## config.mk

```make
export PLATFORM = sky130hd
export DESIGN_NAME = rx_rate_meter
export DESIGN_NICKNAME = d
export VERILOG_FILES = /design/src/rtl/rx_rate_meter.sv
export SDC_FILE = /design/constraint.sdc
export NUM_CORES = 1
export LEC_CHECK = 0
export ABC_AREA = 1
export BUFFER_PORTS_ARGS = -buffer_cell sky130_fd_sc_hd__buf_2
export CORE_MARGIN = 10
export CORE_UTILIZATION = 62
export CTS_BUF_LIST = sky130_fd_sc_hd__clkbuf_2 sky130_fd_sc_hd__clkbuf_4 sky130_fd_sc_hd__clkbuf_8
export DETAILED_ROUTE_END_ITERATION = 12
export PLACE_DENSITY = 0.83
export REMOVE_ABC_BUFFERS = 1
export SLEW_MARGIN = 20
export SYNTH_ARGS = -nofsm -noshare
export SYNTH_HDL_FRONTEND = slang
export SYNTH_SLANG_ARGS = --single-unit
```

## constraint.sdc

```tcl
create_clock -name clk125MHz -period 4.1 [get_ports clk125MHz]
set_input_delay 1.23 -clock clk125MHz [delete_from_list [all_inputs] [get_ports clk125MHz]]
set_output_delay 1.23 -clock clk125MHz [all_outputs]
set_load 0.005 [all_outputs]
```

## src/rtl/rx_rate_meter.sv

```systemverilog
// rx_rate_meter
//   Per-channel receive-rate meter. Over a window of WINDOW clk125MHz cycles it
//   counts data-valid bytes, completed frames and errored frames on each of NCH
//   channels. At the end of every window it copies the counts into stable
//   output registers, pulses snap_valid, and tracks the peak byte count.
//   All counters saturate at all-ones instead of wrapping.
//
// Ports
//   clk125MHz  : sole clock, rising edge
//   rstn       : asynchronous active-low reset, clears every register
//   clr        : synchronous clear of window, accumulators, err flags, outputs, peak
//   rx_en      : [NCH] per-channel byte valid
//   rx_err     : [NCH] per-channel error flag, only meaningful while rx_en is high
//   byte_rate  : [NCH*CNT_W] bytes in last complete window, ch i at [i*CNT_W +: CNT_W]
//   frame_rate : [NCH*CNT_W] frames that ended in last window
//   err_rate   : [NCH*CNT_W] errored frames that ended in last window
//   peak_rate  : [NCH*CNT_W] largest byte_rate snapshot since reset/clr
//   snap_valid : one-cycle pulse, high the cycle after the outputs update
//   win_cnt    : [CNT_W] current position in the window, 0..WINDOW-1

module rx_rate_meter #(
    parameter int NCH    = 2,
    parameter int CNT_W  = 32,
    parameter int WINDOW = 125000000
) (
    input  logic                 clk125MHz,
    input  logic                 rstn,
    input  logic                 clr,
    input  logic [NCH-1:0]       rx_en,
    input  logic [NCH-1:0]       rx_err,
    output logic [NCH*CNT_W-1:0] byte_rate,
    output logic [NCH*CNT_W-1:0] frame_rate,
    output logic [NCH*CNT_W-1:0] err_rate,
    output logic [NCH*CNT_W-1:0] peak_rate,
    output logic                 snap_valid,
    output logic [CNT_W-1:0]     win_cnt
);

    // The window counter is kept wide enough to hold WINDOW-1 even when the
    // count fields are narrower than the window; win_cnt shows its low bits.
    localparam int WIN_BITS = (WINDOW > 1) ? $clog2(WINDOW) : 1;
    localparam int WIN_W    = (WIN_BITS > CNT_W) ? WIN_BITS : CNT_W;

    localparam logic [WIN_W-1:0] WIN_LAST = WIN_W'(WINDOW - 1);
    localparam logic [WIN_W-1:0] WIN_ONE  = WIN_W'(1);
    localparam logic [CNT_W-1:0] CNT_ONE  = CNT_W'(1);
    localparam logic [CNT_W-1:0] CNT_MAX  = {CNT_W{1'b1}};

    // Saturating increment: holds at all-ones, never wraps.
    function automatic logic [CNT_W-1:0] sat_inc(input logic [CNT_W-1:0] v,
                                                 input logic             inc);
        if (inc && (v != CNT_MAX))
            return v + CNT_ONE;
        return v;
    endfunction

    logic [WIN_W-1:0] win_q;
    logic             snap_q;
    logic             end_cycle;

    assign end_cycle  = (win_q == WIN_LAST);
    assign win_cnt    = win_q[CNT_W-1:0];
    assign snap_valid = snap_q;

    // Window position and snapshot strobe
    always_ff @(posedge clk125MHz or negedge rstn) begin
        if (!rstn) begin
            win_q  <= '0;
            snap_q <= 1'b0;
        end else if (clr) begin
            win_q  <= '0;
            snap_q <= 1'b0;
        end else begin
            win_q  <= end_cycle ? '0 : win_q + WIN_ONE;
            snap_q <= end_cycle;
        end
    end

    for (genvar i = 0; i < NCH; i++) begin : g_ch
        logic [CNT_W-1:0] byte_acc;
        logic [CNT_W-1:0] frame_acc;
        logic [CNT_W-1:0] err_acc;
        logic [CNT_W-1:0] byte_out;
        logic [CNT_W-1:0] frame_out;
        logic [CNT_W-1:0] err_out;
        logic [CNT_W-1:0] peak_out;
        logic [CNT_W-1:0] byte_nxt;
        logic [CNT_W-1:0] frame_nxt;
        logic [CNT_W-1:0] err_nxt;
        logic             en_d;
        logic             err_flag;
        logic             frame_end;
        logic             err_set;

        // A frame ends on the first idle cycle after a run of valid bytes.
        assign err_set   = rx_en[i] & rx_err[i];
        assign frame_end = en_d & ~rx_en[i];

        assign byte_nxt  = sat_inc(byte_acc,  rx_en[i]);
        assign frame_nxt = sat_inc(frame_acc, frame_end);
        assign err_nxt   = sat_inc(err_acc,   frame_end & (err_flag | err_set));

        // Accumulate, and at the window end snapshot including this cycle's
        // increment while the accumulators restart from zero. en_d and
        // err_flag deliberately survive the window boundary so a frame that
        // straddles it is counted where it ends.
        always_ff @(posedge clk125MHz or negedge rstn) begin
            if (!rstn) begin
                en_d      <= 1'b0;
                err_flag  <= 1'b0;
                byte_acc  <= '0;
                frame_acc <= '0;
                err_acc   <= '0;
                byte_out  <= '0;
                frame_out <= '0;
                err_out   <= '0;
                peak_out  <= '0;
            end else if (clr) begin
                en_d      <= 1'b0;
                err_flag  <= 1'b0;
                byte_acc  <= '0;
                frame_acc <= '0;
                err_acc   <= '0;
                byte_out  <= '0;
                frame_out <= '0;
                err_out   <= '0;
                peak_out  <= '0;
            end else begin
                en_d     <= rx_en[i];
                err_flag <= (err_flag | err_set) & ~frame_end;
                if (end_cycle) begin
                    byte_out  <= byte_nxt;
                    frame_out <= frame_nxt;
                    err_out   <= err_nxt;
                    byte_acc  <= '0;
                    frame_acc <= '0;
                    err_acc   <= '0;
                    if (byte_nxt > peak_out)
                        peak_out <= byte_nxt;
                end else begin
                    byte_acc  <= byte_nxt;
                    frame_acc <= frame_nxt;
                    err_acc   <= err_nxt;
                end
            end
        end

        assign byte_rate [i*CNT_W +: CNT_W] = byte_out;
        assign frame_rate[i*CNT_W +: CNT_W] = frame_out;
        assign err_rate  [i*CNT_W +: CNT_W] = err_out;
        assign peak_rate [i*CNT_W +: CNT_W] = peak_out;
    end

endmodule
```

==> impl_metrics.json <==
{
  "status": "complete, no violations",
  "fin_nets": 4173,
  "r2r_end": "g_ch[0].peak_out[0]$_DFFE_PN0P_",
  "syn_to_final_growth_pct": 13.9,
  "clk_pin_slew_ps": 60,
  "ys_ff_latch": 485,
  "synth-simple-area-share_pct": 36.2,
  "cts_tree": "built",
  "synth_cells": 3832,
  "vias": 26200,
  "cp_data_required_time_ps": 4640,
  "synth_edf_count": 0,
  "grt_pass1_vias": 25400,
  "start_util_pct": 62.7,
  "finalMaxSlewViolations": 0,
  "drc": 0,
  "fin_ws_ps": 366,
  "max_freq_mhz": 268,
  "critPathMaxFanout": 21,
  "min_to": "win_cnt[0]$_DFF_PN0_",
  "numPortBuffers": 295,
  "cts_hold_buffers": 0,
  "drive_above_1_share_pct": 13.4,
  "die_w_um": 231,
  "synth_top_family_by_area": "simple AND/OR/NAND/NOR gates",
  "multi_input_area_um2": 13400,
  "numCtsBuffers": 81,
  "synth_area_leaders": "dfrtp_1 (44%), nand2_1 (15%), nand3_1 (8.3%)",
  "ys.flop_type": "dfrtp_1",
  "hold_ws_ps": 479,
  "reg2reg_from": "g_ch[0].byte_acc[0]$_DFF_PN0_",
  "viasPerCell": 5.53,
  "antenna_found_initial": 1,
  "wire_per_inst_um": 16.7,
  "endpoint_kind": "flop",
  "grt.total_usage_pct": 29.3,
  "crit_path_start": "g_ch[0].byte_acc[0]$_DFF_PN0_",
  "clockBufferDepth": 3,
  "power_mw": 10.5,
  "max-cap-violations": 0,
  "core_um2": 44100,
  "htree_num_levels": 3,
  "grt_max_degree": 120,
  "synthesis.area_um2": 27700,
  "netlist.area_leader.share_pct": 43.9,
  "cts_sinks": 485,
  "power_density_nw_per_um2": 334,
  "min-delay-start": "win_cnt[0]$_DFF_PN0_",
  "hp-class": "flop to flop",
  "worstSetupPathType": "flop to flop",
  "grt.overflow.total": 0,
  "dieArea_um2": 53400,
  "fp.dieH_um": 231,
  "synth_adder_area_share_pct": 3.21,
  "period_minus_slack_ps": 3730,
  "final_util_pct": 71.4,
  "timing.slew.headroom_pct": 37.9,
  "synth_area_per_cell_um2": 7.22,
  "period_share_pct": 91.1,
  "cts_root_buf": "clkbuf_8",
  "grt_first_pass_wirelength_um": 129000,
  "gp_congestion": 0.969,
  "synth_warnings": 0,
  "tightest_slew_ps": 931,
  "finalWirelength_um": 79300,
  "ioPinCount": 296,
  "clkLatencyLatePin_ps": 670,
  "reg2reg_slack_ps": 370,
  "dr.pass1.iters": 6,
  "num_rows": 77,
  "ant_nets": 0,
  "synth_top_area_cell": "dfrtp_1",
  "finalClockSkew_ps": 24.1,
  "setup_viol": 0,
  "dp_hpwl_um": 57000,
  "post_synth_num_cell_types": 36,
  "grt_setup_unrepaired": "no",
  "r2r_cells": 24,
  "critPathLaunchType": "flop",
  "fin_area_um2": 31500,
  "ys_seq_area_share_pct": 43.9,
  "ir_drop_uv": 447,
  "dp_slack_ps": 225,
  "worstHoldPathCells": 1,
  "crit_arrival_ps": 4280,
  "synth-compound-area-share_pct": 4.87,
  "placed_area_um2": 29700,
  "area.sequential_um2": 12100,
  "synthMuxAreaShare_pct": 0,
  "leakage_nw": 15.7,
  "drt_iter0_drc": 2384,
  "synth_xor_area_share_pct": 4.05,
  "synthArstFlopShare_pct": 100,
  "hold_viol": 0,
  "fillers": 3770
}
[where the power goes]
group | switching, mW | internal (mW) | leakage [nW]
clock | 1.99 | 2.69 | 0.933
combinational | 0.613 | 0.248 | 8.07
sequential | 0.0945 | 4.87 | 6.70
total | 2.70 | 7.81 | 15.7
[area by class of cell]
type                            instances  share of cell area (%)
Multi-Input combinational cell       2801                    42.6
Sequential cell                       485                    38.5
Timing Repair Buffer                  345                    6.36
Clock buffer                          118                    4.84
Inverter                              381                    4.57
Tap cell                              592                    2.35
Clock inverter                         22                   0.771
Antenna cell                            1                 0.00795
[routing by layer]
layer	global-route usage, %	wire length, um	vias up
met5	0	0	-
met1	37.8	33700	12400
met4	10.8	2480	0
met2	48.0	37600	902
li1	-	-	12800
met3	6.10	5500	162
[metrics by stage]
step           cells   TNS, ps
4_1_cts         4744         0
3_3_place_gp    4604         0
2_1_floorplan   3667  -1214530
5_1_grt         4745         0
6_report        4745         0
3_5_place_dp    4604         0
[Yosys cell counts (4+ instances only)]
library cell and n:
ha_1 71, nand3b_1 4, inv_1 366, nand3_1 456
dfrtp_1 485, xnor2_1 10, nand2_1 1092, clkbuf_1 74
buf_6 4, inv_2 15, or2_1 4, nand2_2 5
nor2_4 5, xor2_1 116, nor2_1 514, nor2_2 19
buf_1 36, nor3b_1 12, or2_2 9, o21ai_0 151
buf_4 8, o21ai_1 35, nor4_1 4, nor3_1 118
a21oi_1 63, nand4_1 96, buf_2 43
[worst max-delay path by stage]
stage	slack (ps)	to	depth (start not counted)
4_1_cts	210	g_ch[1].peak_out[22]$_DFFE_PN0P_	21
3_5_place_dp	220	g_ch[0].peak_out[31]$_DFFE_PN0P_	19
5_1_grt	30	g_ch[0].peak_out[31]$_DFFE_PN0P_	24
6_report	370	g_ch[0].peak_out[0]$_DFFE_PN0P_	24
2_1_floorplan	-4140	win_cnt[14]$_DFF_PN0_	3
3_3_place_gp	360	g_ch[0].peak_out[31]$_DFFE_PN0P_	19
[critical path, cell delays in order (launching register included)]
cell	delay (ps)
dfrtp_1	400
ha_1	220
inv_2	70
nor2_4	190
nand2_2	120
nor2_4	160
nand2_2	80
nand2_2	230
buf_4	260
nand2_1	70
nand2_1	110
inv_1	50
ha_1	280
nand2_1	80
nor2_1	220
nand4_1	110
inv_1	90
nand2_1	80
nor2_1	200
nor2_4	40
nand2_1	120
buf_6	220
inv_1	100
nand2_1	60
nand2_1	60
[cells by family (layout without fill, tap and decap cells)]
kind of cell               count (synthesis)  count (layout)
AOI/OAI and AO/OA                        259             259
xor gates and xnor gates                 127             127
adders and majority gates                 71              71
buffers and inverters                    546             866
DFF                                      485             485
other                                      0               1
and+or+nand+nor                         2344            2344
[what timing repair did]
| action | in CTS | in global routing |
|---|---|---|
| gates resized for setup | 0 | 4 |
| setup buffers | 0 | 0 |
| hold endpoints to repair | 0 | 0 |
| endpoints found under the setup margin | 0 | 35 |
[sequential cells by signal, indices dropped and copies added (netlist names)]
| signal | cells |
|---|---|
| g_ch.byte_acc | 64 |
| g_ch.byte_out | 64 |
| g_ch.err_acc | 64 |
| g_ch.err_out | 64 |
| g_ch.frame_acc | 64 |
| g_ch.frame_out | 64 |
| g_ch.peak_out | 64 |
| win_cnt | 32 |
| g_ch.en_d | 2 |
| g_ch.err_flag | 2 |
| snap_valid | 1 |
[layout by cell type, fill, tap and decap left out, types with 2 or more instances in the layout]
cell type   Yosys  final
clkinvlp_4      0      3
o21ai_1        35     35
o21a_1          3      3
dfrtp_1       485    485
clkinv_2        0     14
buf_12          0     11
a21oi_1        63     61
nand2_2         5      5
nand3b_1        4      4
or2_1           4      4
o21ai_0       151    151
nand3_1       456    456
nor3_1        118    118
nand2_4         2      2
inv_2          15     15
clkbuf_4        0     16
inv_1         366    365
nand4_1        96     96
a21oi_4         3      4
xnor2_1        10     10
clkbuf_8        0    102
buf_4           8     38
ha_1           71     70
nor2_1        514    512
buf_2          43    294
nor2_4          5      6
or2_2           9      9
xor2_1        116    116
nor3b_1        12     12
nor4_1          4      4
nor2_2         19     20
bufinv_16       0      5
a21o_1          2      2
nand2_1      1092   1091
nor3_2          3      3
Power figures use the tool's default switching activity.
